File: src/rtl/cl_pkg.sv
// Shared definitions for the Camera Link pixel unpacker.
// Contents:
//   cl_mode_e   - runtime pixel-width encodings as presented on pix_mode
//   cl_state_e  - frame/line FSM states of the top level
//   PIX_W       - width of one output pixel slot (widest pixel)
//   RES_W       - widest residual a half can carry between cycles (PIX_W-1)
//   log2()      - ceiling log2, for sizing counters
//   pix_width() - pixel width in bits for a mode
package cl_pkg;

  typedef enum logic [1:0] {
    CL_MODE_8   = 2'd0,
    CL_MODE_10  = 2'd1,
    CL_MODE_12  = 2'd2,
    CL_MODE_BAD = 2'd3
  } cl_mode_e;

  typedef enum logic [1:0] {
    ST_IDLE      = 2'd0,
    ST_INTERLINE = 2'd1,
    ST_ACTIVE    = 2'd2,
    ST_BAD       = 2'd3
  } cl_state_e;

  localparam int PIX_W = 12;
  localparam int RES_W = PIX_W - 1;

  function automatic int log2(input int value);
    int r;
    r = 0;
    for (int i = 0; i < 31; i++) begin
      if ((1 << i) < value) r = i + 1;
    end
    return r;
  endfunction

  // The illegal mode never reaches the datapath; it maps to 12 bits only so
  // the function is total.
  function automatic logic [3:0] pix_width(input cl_mode_e mode);
    case (mode)
      CL_MODE_8:  return 4'd8;
      CL_MODE_10: return 4'd10;
      default:    return 4'd12;
    endcase
  endfunction

endpackage

File: src/rtl/cl_bit_repacker.sv
// Bit repacker for one half (top or bottom) of a Camera Link pixel clock.
// Appends the new bytes behind the residual bits left from earlier cycles,
// slices off as many whole pw-bit pixels as fit (oldest first, MSB-first
// bit order) and keeps the remainder for the next cycle.
// Ports:
//   clk, rst_n   - clock, synchronous active-low reset
//   consume_i    - accept data_i this cycle and update the residual
//   flush_i      - discard the residual (line end / frame start)
//   pw_i         - pixel width in bits: 8, 10 or 12
//   data_i       - 8*BYTES_PER_HALF bits, byte 0 (oldest) at the MSBs
//   n_o          - number of complete pixels available this cycle
//   slots_o      - pixel slots, slot 0 at MSBs, right-justified, zero-filled
//   residue_o    - residual bits are pending
module cl_bit_repacker
  import cl_pkg::*;
#(
  parameter int BYTES_PER_HALF = 5
) (
  input  logic                            clk,
  input  logic                            rst_n,
  input  logic                            consume_i,
  input  logic                            flush_i,
  input  logic [3:0]                      pw_i,
  input  logic [8*BYTES_PER_HALF-1:0]     data_i,
  output logic [2:0]                      n_o,
  output logic [PIX_W*BYTES_PER_HALF-1:0] slots_o,
  output logic                            residue_o
);

  localparam int DATA_W  = 8 * BYTES_PER_HALF;
  localparam int ACC_W   = DATA_W + RES_W;
  localparam int MAX_PIX = BYTES_PER_HALF;
  localparam int BITS_W  = log2(ACC_W + 1);

  logic [RES_W-1:0]  res_q, res_d;
  logic [BITS_W-1:0] bits_q, bits_d;
  logic [ACC_W-1:0]  acc_new;
  logic [ACC_W-1:0]  field;
  logic [BITS_W-1:0] bits_new;
  logic [PIX_W-1:0]  pix_mask;
  logic [2:0]        n;

  // NOTE: every signal written below gets a value before any branch, so no
  // path through the block leaves it unassigned and no latch is inferred.
  always_comb begin
    slots_o  = '0;
    field    = '0;
    // Residual is right-justified, so the new bytes simply follow it.
    acc_new  = {res_q, data_i};
    bits_new = bits_q + BITS_W'(DATA_W);
    pix_mask = ~({PIX_W{1'b1}} << pw_i);

    case (pw_i)
      4'd8:    n = 3'(bits_new / 8);
      4'd10:   n = 3'(bits_new / 10);
      default: n = 3'(bits_new / 12);
    endcase

    for (int i = 0; i < MAX_PIX; i++) begin
      if (i < int'(n)) begin
        field = acc_new >> (int'(bits_new) - (i + 1) * int'(pw_i));
        slots_o[PIX_W*(MAX_PIX-1-i) +: PIX_W] = field[PIX_W-1:0] & pix_mask;
      end
    end

    bits_d = BITS_W'(int'(bits_new) - int'(n) * int'(pw_i));
    res_d  = RES_W'(acc_new & ~({ACC_W{1'b1}} << bits_d));
  end

  // NOTE: state registers use non-blocking assignments so every flop samples
  // the pre-edge value of every other flop, independent of block ordering.
  always_ff @(posedge clk) begin
    if (!rst_n || flush_i) begin
      res_q  <= '0;
      bits_q <= '0;
    end else if (consume_i) begin
      res_q  <= res_d;
      bits_q <= bits_d;
    end
  end

  assign n_o       = n;
  assign residue_o = (bits_q != '0);

endmodule

File: src/rtl/cl_pixel_unpacker.sv
// Camera Link pixel unpacker: repacks the top and bottom byte halves into
// 8/10/12-bit pixels and annotates each output word with its column span,
// row, frame count and start-of-frame / end-of-line markers.
// Ports:
//   cl_clk, reset_n     - pixel clock, synchronous active-low reset
//   cl_fval, cl_lval    - frame / line valid
//   cl_top, cl_btm      - byte halves, byte 0 at the MSBs
//   pix_mode            - 0 = 8-bit, 1 = 10-bit, 2 = 12-bit, 3 = illegal;
//                         sampled only on the fval rising edge
//   pix_valid/pix_count - word valid (one cycle after the bytes) and size
//   pix_top, pix_btm    - pixel slots, slot 0 at the MSBs
//   l_col, r_col        - column of slot 0 and l_col + pix_count
//   row, frame          - row of the word, frames completed
//   sof, eol            - first word of frame, last word of line
//   residue_err         - sticky: a line ended with leftover bits
//   mode_err            - sticky: a frame started with the illegal mode
// The end of a line is only visible when lval drops, one cycle after the
// last word was presented; eol therefore pulses in that following cycle,
// with the last word's data and columns still held on the outputs and
// pix_valid low, so no pixel is delivered twice.
module cl_pixel_unpacker
  import cl_pkg::*;
#(
  parameter int BYTES_PER_HALF = 5,
  parameter int N_COL_SIZE     = 12,
  parameter int N_ROW_SIZE     = 11,
  parameter int N_FRAME_SIZE   = 20
) (
  input  logic                            cl_clk,
  input  logic                            reset_n,
  input  logic                            cl_fval,
  input  logic                            cl_lval,
  input  logic [8*BYTES_PER_HALF-1:0]     cl_top,
  input  logic [8*BYTES_PER_HALF-1:0]     cl_btm,
  input  logic [1:0]                      pix_mode,
  output logic                            pix_valid,
  output logic [2:0]                      pix_count,
  output logic [PIX_W*BYTES_PER_HALF-1:0] pix_top,
  output logic [PIX_W*BYTES_PER_HALF-1:0] pix_btm,
  output logic [N_COL_SIZE-1:0]           l_col,
  output logic [N_COL_SIZE-1:0]           r_col,
  output logic [N_ROW_SIZE-1:0]           row,
  output logic [N_FRAME_SIZE-1:0]         frame,
  output logic                            sof,
  output logic                            eol,
  output logic                            residue_err,
  output logic                            mode_err
);

  cl_state_e               state_q, state_d;
  cl_mode_e                mode_q;
  logic                    fval_d_q, lval_d_q;
  logic                    sof_armed_q;
  logic [N_COL_SIZE-1:0]   col_q, col_base, col_next;
  logic [N_ROW_SIZE-1:0]   row_q;

  logic                    fval_rise, consume, line_end, frame_end;
  logic [3:0]              pw;
  logic [2:0]              n_top, n_btm;
  logic [PIX_W*BYTES_PER_HALF-1:0] slots_top, slots_btm;
  logic                    res_top, res_btm;

  assign fval_rise = cl_fval && !fval_d_q;
  assign consume   = cl_fval && cl_lval &&
                     ((state_q == ST_INTERLINE) || (state_q == ST_ACTIVE));
  // A frame dropping mid-line also closes that line.
  assign line_end  = (state_q == ST_ACTIVE) &&
                     ((lval_d_q && !cl_lval) || !cl_fval);
  // Only frames that were actually started are counted.
  assign frame_end = (state_q != ST_IDLE) && !cl_fval;
  assign pw        = pix_width(mode_q);
  assign col_base  = (state_q == ST_INTERLINE) ? '0 : col_q;
  assign col_next  = col_base + N_COL_SIZE'(n_top);

  always_comb begin
    state_d = state_q;
    case (state_q)
      ST_IDLE:      if (fval_rise)
                      state_d = (pix_mode == CL_MODE_BAD) ? ST_BAD : ST_INTERLINE;
      ST_INTERLINE: if (cl_lval)  state_d = ST_ACTIVE;
      ST_ACTIVE:    if (!cl_lval) state_d = ST_INTERLINE;
      ST_BAD:       state_d = ST_BAD;
      default:      state_d = ST_IDLE;
    endcase
    if (!cl_fval) state_d = ST_IDLE;
  end

  always_ff @(posedge cl_clk) begin
    if (!reset_n) begin
      state_q     <= ST_IDLE;
      mode_q      <= CL_MODE_12;
      fval_d_q    <= 1'b0;
      lval_d_q    <= 1'b0;
      sof_armed_q <= 1'b0;
      col_q       <= '0;
      row_q       <= '0;
      pix_valid   <= 1'b0;
      pix_count   <= '0;
      pix_top     <= '0;
      pix_btm     <= '0;
      l_col       <= '0;
      r_col       <= '0;
      row         <= '0;
      frame       <= '0;
      sof         <= 1'b0;
      eol         <= 1'b0;
      residue_err <= 1'b0;
      mode_err    <= 1'b0;
    end else begin
      state_q   <= state_d;
      fval_d_q  <= cl_fval;
      lval_d_q  <= cl_lval;
      pix_valid <= consume;
      sof       <= consume && sof_armed_q;
      eol       <= line_end;

      if (fval_rise) begin
        mode_q      <= cl_mode_e'(pix_mode);
        row_q       <= '0;
        sof_armed_q <= 1'b1;
        if (pix_mode == CL_MODE_BAD) mode_err <= 1'b1;
      end else begin
        if (consume)  sof_armed_q <= 1'b0;
        if (line_end) row_q       <= row_q + 1'b1;
      end

      if (consume) begin
        col_q     <= col_next;
        pix_count <= n_top;
        pix_top   <= slots_top;
        pix_btm   <= slots_btm;
        l_col     <= col_base;
        r_col     <= col_next;
        row       <= row_q;
      end

      if (line_end && (res_top || res_btm)) residue_err <= 1'b1;
      if (frame_end) frame <= frame + 1'b1;
    end
  end

  cl_bit_repacker #(.BYTES_PER_HALF(BYTES_PER_HALF)) u_rep_top (
    .clk       (cl_clk),
    .rst_n     (reset_n),
    .consume_i (consume),
    .flush_i   (line_end || fval_rise),
    .pw_i      (pw),
    .data_i    (cl_top),
    .n_o       (n_top),
    .slots_o   (slots_top),
    .residue_o (res_top)
  );

  cl_bit_repacker #(.BYTES_PER_HALF(BYTES_PER_HALF)) u_rep_btm (
    .clk       (cl_clk),
    .rst_n     (reset_n),
    .consume_i (consume),
    .flush_i   (line_end || fval_rise),
    .pw_i      (pw),
    .data_i    (cl_btm),
    .n_o       (n_btm),
    .slots_o   (slots_btm),
    .residue_o (res_btm)
  );

  // Both halves see the same bit counts, so they always agree on the count.
  a_halves_agree: assert property (@(posedge cl_clk) disable iff (!reset_n)
                                   consume |-> (n_top == n_btm));

endmodule

File: config.mk
export PLATFORM = sky130hd
export DESIGN_NAME = cl_pixel_unpacker
export DESIGN_NICKNAME = d
export VERILOG_FILES = /design/src/rtl/cl_pkg.sv /design/src/rtl/cl_bit_repacker.sv /design/src/rtl/cl_pixel_unpacker.sv
export SDC_FILE = /design/constraint.sdc
export NUM_CORES = 2
export LEC_CHECK = 0
export ABC_AREA = 0
export CAP_MARGIN = 40
export CORE_MARGIN = 2
export CORE_UTILIZATION = 46
export DETAILED_ROUTE_END_ITERATION = 8
export GPL_ROUTABILITY_DRIVEN = 0
export PLACE_DENSITY = 0.65
export SYNTH_ARGS = -nofsm -noshare
export SYNTH_HDL_FRONTEND = slang
export SYNTH_HIERARCHICAL = 1
export SYNTH_SLANG_ARGS = --single-unit
File: constraint.sdc
create_clock -name cl_clk -period 20.8 [get_ports cl_clk]
set_clock_uncertainty 0.1 [all_clocks]
set_input_delay 2.08 -clock cl_clk [delete_from_list [all_inputs] [get_ports cl_clk]]
set_output_delay 2.08 -clock cl_clk [all_outputs]
set_load 0.01 [all_outputs]
* After elaboration in Yosys (flattened, before gate mapping)
Index checks and enable logic that the tools add are counted.
** Storage, ports and cells
- Memories kept :: 0
- Bits in read-only memories :: 0
- Input bits :: 86
- RAM bits :: 0
- Output and inout bits :: 183
- Bits in latches :: 0
- Logic and storage cells :: 144
- Flip-flop bits (word level) :: 235
** Cells by class
- Eq/ne operators :: 10
- Add/sub/neg operators :: 17
- Multiplexer cells :: 21
- Reduce and logical (&&, ||, !) cells :: 27
- Bitwise operators :: 16
- Order comparisons :: 10
- Multiply operators :: 4
- Shifts and indexed selects :: 13
- Divide/modulo/power cells :: 4
** Operator list (count)
- 51-bit by 32-bit right shift with 12-bit output :: 10
- 12-bit two-way mux :: 11
- 6-bit by 4-bit divider with 32-bit output, second input constant :: 4
- 7-bit by 32-bit subtractor with 32-bit output :: 4
- 12-bit AND :: 10
- 51-bit by 6-bit left shift with 11-bit output, first input constant :: 2
- 11-bit AND :: 2
- 11-bit inverter :: 2
- 20-bit by 1-bit adder with 20-bit output, second input constant :: 1
- 3-bit one-hot mux with 2 select lines :: 3
- 6-bit by 4-bit subtractor with 7-bit output :: 2
- 6-bit by 5-bit subtractor with 7-bit output :: 2
- 6-bit by 6-bit subtractor with 7-bit output :: 2
- 12-bit by 3-bit adder with 12-bit output :: 1
- 6-bit adder, second input constant :: 2
- 1-bit by 3-bit less-than comparator with 1-bit output, first input constant :: 4
- 2-bit by 3-bit less-than comparator with 1-bit output, first input constant :: 4
- 3-bit by 4-bit multiplier with 6-bit output :: 2
- 12-bit inverter :: 1
- 6-bit nonzero test :: 2
- 12-bit by 4-bit left shift with 12-bit output, first input constant :: 1
- 6-bit subtractor :: 2
- 11-bit by 1-bit adder with 11-bit output, second input constant :: 1
- 4-bit equality test, second input constant :: 2
- other kinds (18) :: 45

* Longest topological paths before layout
- Depth in word-level cells :: 9
- Gate-level depth with buffers :: 38
- Gate-level depth less buffers :: 35

* Cells and area by module
Netlist, hierarchy kept.
** Modules (own cells, without submodules)
- cl_bit_repacker at u_rep_btm :: times used 1, area an instance 12959.9 um2, seq. area each 340.3 um2, cells each 1830
- cl_bit_repacker at u_rep_top :: times used 1, area an instance 12803.5 um2, seq. area each 340.3 um2, cells each 1808
- cl_pixel_unpacker :: times used 1, area an instance 7633.6 um2, seq. area each 4023.9 um2, cells each 953

* Worst setup path before layout
Ideal clock, no wire load.
- Kind :: flip-flop to flip-flop
- Start point :: reg mode_q[1]
- End point :: reg u_rep_btm.res_q[0]
- Clock period less this slack :: 8314 ps
- Data required time :: 20612 ps
- Setup time :: 88 ps
- Path buffers :: 2
- Slack :: 12486 ps
- Stages on the path, launching flop included :: 33
- Data arrival time :: 8126 ps
- Path through :: dfxtp_1 -> clkbuf_1 -> inv_1 -> ha_1 -> nand2_1 -> inv_1 -> ha_1 -> o21a_1 -> o21ai_0 -> a21boi_0 -> ha_1 -> o21a_1 -> or2_2 -> a311oi_4 -> o21ai_0 -> ha_1 -> nor2b_1 -> a311o_1 -> and4_1 -> or3_1 -> buf_4 -> and2_1 -> fa_1 -> inv_1 -> fa_1 -> ha_1 -> a21o_1 -> a21oi_1 -> mux2i_1 -> a41o_1 -> o21ai_2 -> nor3_4 -> a311oi_2
** On the way
- Word-level cells in the longest chain between the ends :: 9
- Elaborated cells between the ends (all ways) :: 11
- Classes of those cells :: add/sub (1); mul (1); eq/ne (3); shift (1); mux (2); bitwise (2); reduce/logical (1)
** RTL lines
- start, declared :: line cl_pixel_unpacker.sv:51 : cl_mode_e mode_q;
- start signal, assigned :: line cl_pixel_unpacker.sv:118 : mode_q <= cl_mode_e'(pix_mode);
- 2-bit by 1-bit equality test with 1-bit output / 2-bit zero test (equally long branches) :: line cl_pkg.sv:40 : case (mode)
- 3-bit one-hot mux with 2 select lines (*) :: line cl_pkg.sv:40
- net pw[2] :: line cl_pixel_unpacker.sv:58 : logic [3:0] pw;
- 4-bit equality test :: line cl_bit_repacker.sv:53 : case (pw_i)
- 3-bit one-hot mux with 2 select lines (*) :: line cl_bit_repacker.sv:53
- net n_btm[0] :: line cl_pixel_unpacker.sv:59 : logic [2:0] n_top, n_btm;
- 3-bit by 4-bit multiplier with 6-bit output (*) :: line cl_bit_repacker.sv:66 : bits_d = BITS_W'(int'(bits_new) - int'(n) * int'(pw_i));
- 6-bit subtractor (*) :: line cl_bit_repacker.sv:66
- 51-bit by 6-bit left shift with 11-bit output (*) :: line cl_bit_repacker.sv:67 : res_d = RES_W'(acc_new & ~({ACC_W{1'b1}} << bits_d));
- 11-bit inverter (*) :: line cl_bit_repacker.sv:67
- 11-bit AND (*) :: line cl_bit_repacker.sv:67
- end signal, assigned :: line cl_bit_repacker.sv:77 : res_q <= res_d;
- end, declared :: line cl_bit_repacker.sv:35 : logic [RES_W-1:0] res_q, res_d;
Mark *: on every way through the listed nets, which the timed path passes. The rest lies on a longest branch.
A chain may end at the register's enable or synchronous reset.

* Final worst setup path
- Start point :: reg u_rep_btm.bits_q[3]
- End point :: reg u_rep_btm.res_q[0]
** On the way
- Word-level cells in the longest chain between the ends :: 8
- Elaborated cells between the ends (all ways) :: 9
- Classes of those cells :: add/sub (2); mul (1); div (2); shift (1); mux (1); bitwise (2)
** RTL lines
- start, declared :: line cl_bit_repacker.sv:36 : logic [BITS_W-1:0] bits_q, bits_d;
- start signal, assigned :: line cl_bit_repacker.sv:78 : bits_q <= bits_d;
- 6-bit adder (*) :: line cl_bit_repacker.sv:50 : bits_new = bits_q + BITS_W'(DATA_W);
- 6-bit by 4-bit divider with 32-bit output (on tied branches) :: line cl_bit_repacker.sv:56, cl_bit_repacker.sv:55
- 3-bit one-hot mux with 2 select lines (*) :: line cl_bit_repacker.sv:53
- net n_btm[0] :: line cl_pixel_unpacker.sv:59
- 3-bit by 4-bit multiplier with 6-bit output (*) :: line cl_bit_repacker.sv:66
- 6-bit subtractor (*) :: line cl_bit_repacker.sv:66
- 51-bit by 6-bit left shift with 11-bit output (*) :: line cl_bit_repacker.sv:67
- 11-bit inverter (*) :: line cl_bit_repacker.sv:67
- 11-bit AND (*) :: line cl_bit_repacker.sv:67
Marked as above.

==> metrics <==
post-DP HPWL=98.5 mm; Setup-failing EPs final=0; most used cell along the critical path=ha_1; final period utilization=0.404; Clk pwr share=0.213; drt pass-1 iters=6; IO Port Bufs=268; maximum clock insertion buffer count=3; Post-Route WL=134 mm; DR WL/cell=24.0 um; Switch Pwr=1.10 mW; worst setup path class=reg -> reg; post-DR vias/cell=6.48; Final nets=4845; ys async rst share=0; ys flop type=dfxtp_1; Final Max Tran Viols=14; Initial Util=0.466; CP arrival=8.80 ns; synthesized cell area=0.0334 mm^2; Post-DRT Antenna Nets=0; initial antenna violation count=2; number of DRC markers in iteration 0=4656; CP delay by family, top=adder cells; Vias=36243; layout cell share with drive strength beyond 1=0.110; Fin. Hold Viols=0; Worst-Margin Slew=2.18 ns; crit path max-delay cell type=ha_1; Peak Freq=0.119 GHz; Slew Limit Headroom=-0.466; I/O Pins=269; dpl cell area=0.0370 mm^2; synthesis-to-finish area growth=13.6%; crit path time final=8.40 ns; critical path fanouts, max=13; count of cell types in the netlist=99; CP Capture Type=flop; pwr dens=62.7 mW/mm^2; Core Box Area=0.0717 mm^2; failing checks=max-slew violations; synthesized netlist cell count=4591; row cnt=98; Comb power frac=0.593; CTS tree=done; Yosys warnings=6; buffer and inverter count on the worst path=1; largest net degree at the start of global routing=101; number of enable flip-flop cells after synthesis=0; post-synthesis area per instance=7.27 um^2; H-tree levels=1; Clock transition at path regs=0.06 ns; first-pass GRT wire length=203 mm; Root Buffer=clkbuf_16; # clock sinks=235; Post-Layout Inst Area=0.0379 mm^2; fillers=7101; FF+latch count, synth=235; Post-CTS Resized=0; GRT Util Overall=0.346; setup TNS=0 ns; number of global-route vias before repair=33331; sequential share of power=0.194; grt ovf=0; die width=273 um; Worst VDD drop=0.0000603 V; Seq/Total Area, Yosys=0.141; Util after Layout=0.529; sw frac=0.463; number of setup buffers added after CTS=0; # DRC=0; total die area=0.0748 mm^2; Die Height=273 um; leakage power=13.9 nW; Worst Setup Start Kind=flop; clock buffer count from CTS=28; Crit path largest cell delay=0.76 ns; clock insertion delay at the later pin of the skew report=0.59 ns; r2r setup slk=12.40 ns; CP Data Required Time=21.19 ns; Max-cap violations=0; Internal Power=1.28 mW; RSZ-0062 raised after global routing=no; Hold Crit Class=reg -> reg; outcome=complete, but fails checks; Post-CTS Hold Fix Bufs=0
## cell families after synthesis
group	Yosys count	synth area share
adder cells (fa/ha/maj)	139	0.0577
AND/OR/NAND/NOR	1686	0.223
buffers and inverters	530	0.0619
AO/OA/AOI/OAI	1242	0.233
other	2	0.000225
flip-flops	235	0.141
XOR/XNOR	100	0.0272
multiplexers	657	0.256
## area by class of cell
class | count | area (um^2) | area share
clock buffer | 39 | 802 | 0.0211
tap | 950 | 1190 | 0.0313
antenna | 4 | 10.0 | 0.000264
clock inverter | 11 | 134 | 0.00353
multi-input combinational | 3867 | 27100 | 0.715
sequential | 235 | 4710 | 0.124
timing repair buffer | 373 | 3510 | 0.0925
inverter | 115 | 444 | 0.0117
## flip-flops by register name (all words and copies together), names as in the netlist, 2 cells and up
signal	count
u_rep_btm/bits_q	6
row	11
frame	20
row_q	11
mode_q	2
pix_top	60
u_rep_top/bits_q	6
col_q	12
l_col	12
pix_btm	60
pix_count	3
u_rep_top/res_q	11
u_rep_btm/res_q	11
state_q	2
## cells in the final DEF (no fill, tap or decap), types with 51 or more instances in the layout
cell type / Yosys / routed
ha_1: 114 / 111
a211oi_1: 173 / 173
mux2_2: 123 / 123
o211ai_1: 71 / 71
nand3_1: 80 / 79
nor2_1: 371 / 370
clkdlybuf4s50_1: 0 / 268
dfxtp_1: 235 / 231
o21ai_0: 237 / 236
a21oi_1: 468 / 468
inv_1: 107 / 105
buf_4: 2 / 95
mux4_2: 145 / 145
nor3_1: 128 / 126
xnor2_1: 68 / 51
mux2i_1: 389 / 389
nor2b_1: 63 / 60
nand2_1: 819 / 819
## power groups by stage
stage               registers (mW)  clock network [mW]  logic (mW)
finish                       0.462               0.507        1.41
global route                 0.462               0.537        1.51
CTS                          0.462               0.516        1.36
detailed placement           0.472                   0        1.36
global placement             0.472                   0        1.34
floorplan                    0.470                   0       0.984
## Yosys cell counts (63+ instances only)
cell      instances  share of area
a211oi_1        173          0.039
a21oi_1         468          0.070
clkbuf_1        323          0.036
dfxtp_1         235           0.14
ha_1            114          0.043
inv_1           107          0.012
mux2_2          123          0.041
mux2i_1         389           0.12
mux4_2          145          0.098
nand2_1         819          0.092
nand3_1          80          0.012
nor2_1          371          0.042
nor2b_1          63          0.012
nor3_1          128          0.019
o211ai_1         71          0.016
o21ai_0         237          0.036
xnor2_1          68          0.018
## metal layers
| metal | part of all wire | track usage | vias to the layer above |
|---|---|---|---|
| met3 | 0.10 | 0.0751 | 466 |
| li1 | - | - | 16720 |
| met5 | 0 | 0 | - |
| met4 | 0.064 | 0.190 | 0 |
| met1 | 0.38 | 0.435 | 17014 |
| met2 | 0.45 | 0.551 | 2043 |
## worst register-to-register path, delay by kind of cell, from the launching register on
kind / cells / cell delay [ns]
multiplexers: 1 / 0.11
adder cells (fa/ha/maj): 7 / 3.07
AND/OR/NAND/NOR: 7 / 1.59
AO/OA/AOI/OAI: 12 / 2.99
buffers and inverters: 1 / 0.06
flip-flops: 1 / 0.42
## through the flow
step	total power [mW]	instances	worst slack (ns)	hold WS, ns
global route	2.51	5590	11.95	0.371
floorplan	1.45	4632	12.49	0.332
global placement	1.81	5527	12.74	0.342
CTS	2.34	5590	12.47	0.352
detailed placement	1.83	5540	12.52	0.345
finish	2.38	5594	12.40	0.350
## final timing paths
kind | depth (start not counted) | endpoint | start
worst max-delay path | 28 | u_rep_btm/res_q[0] | u_rep_btm/bits_q[3]
worst min-delay path | 2 | row[10] | row_q[10]
worst max register to register | 28 | u_rep_btm/res_q[0] | u_rep_btm/bits_q[3]
worst min register to register | 2 | row[10] | row_q[10]
Note: power is estimated with default switching activity, not from simulation.
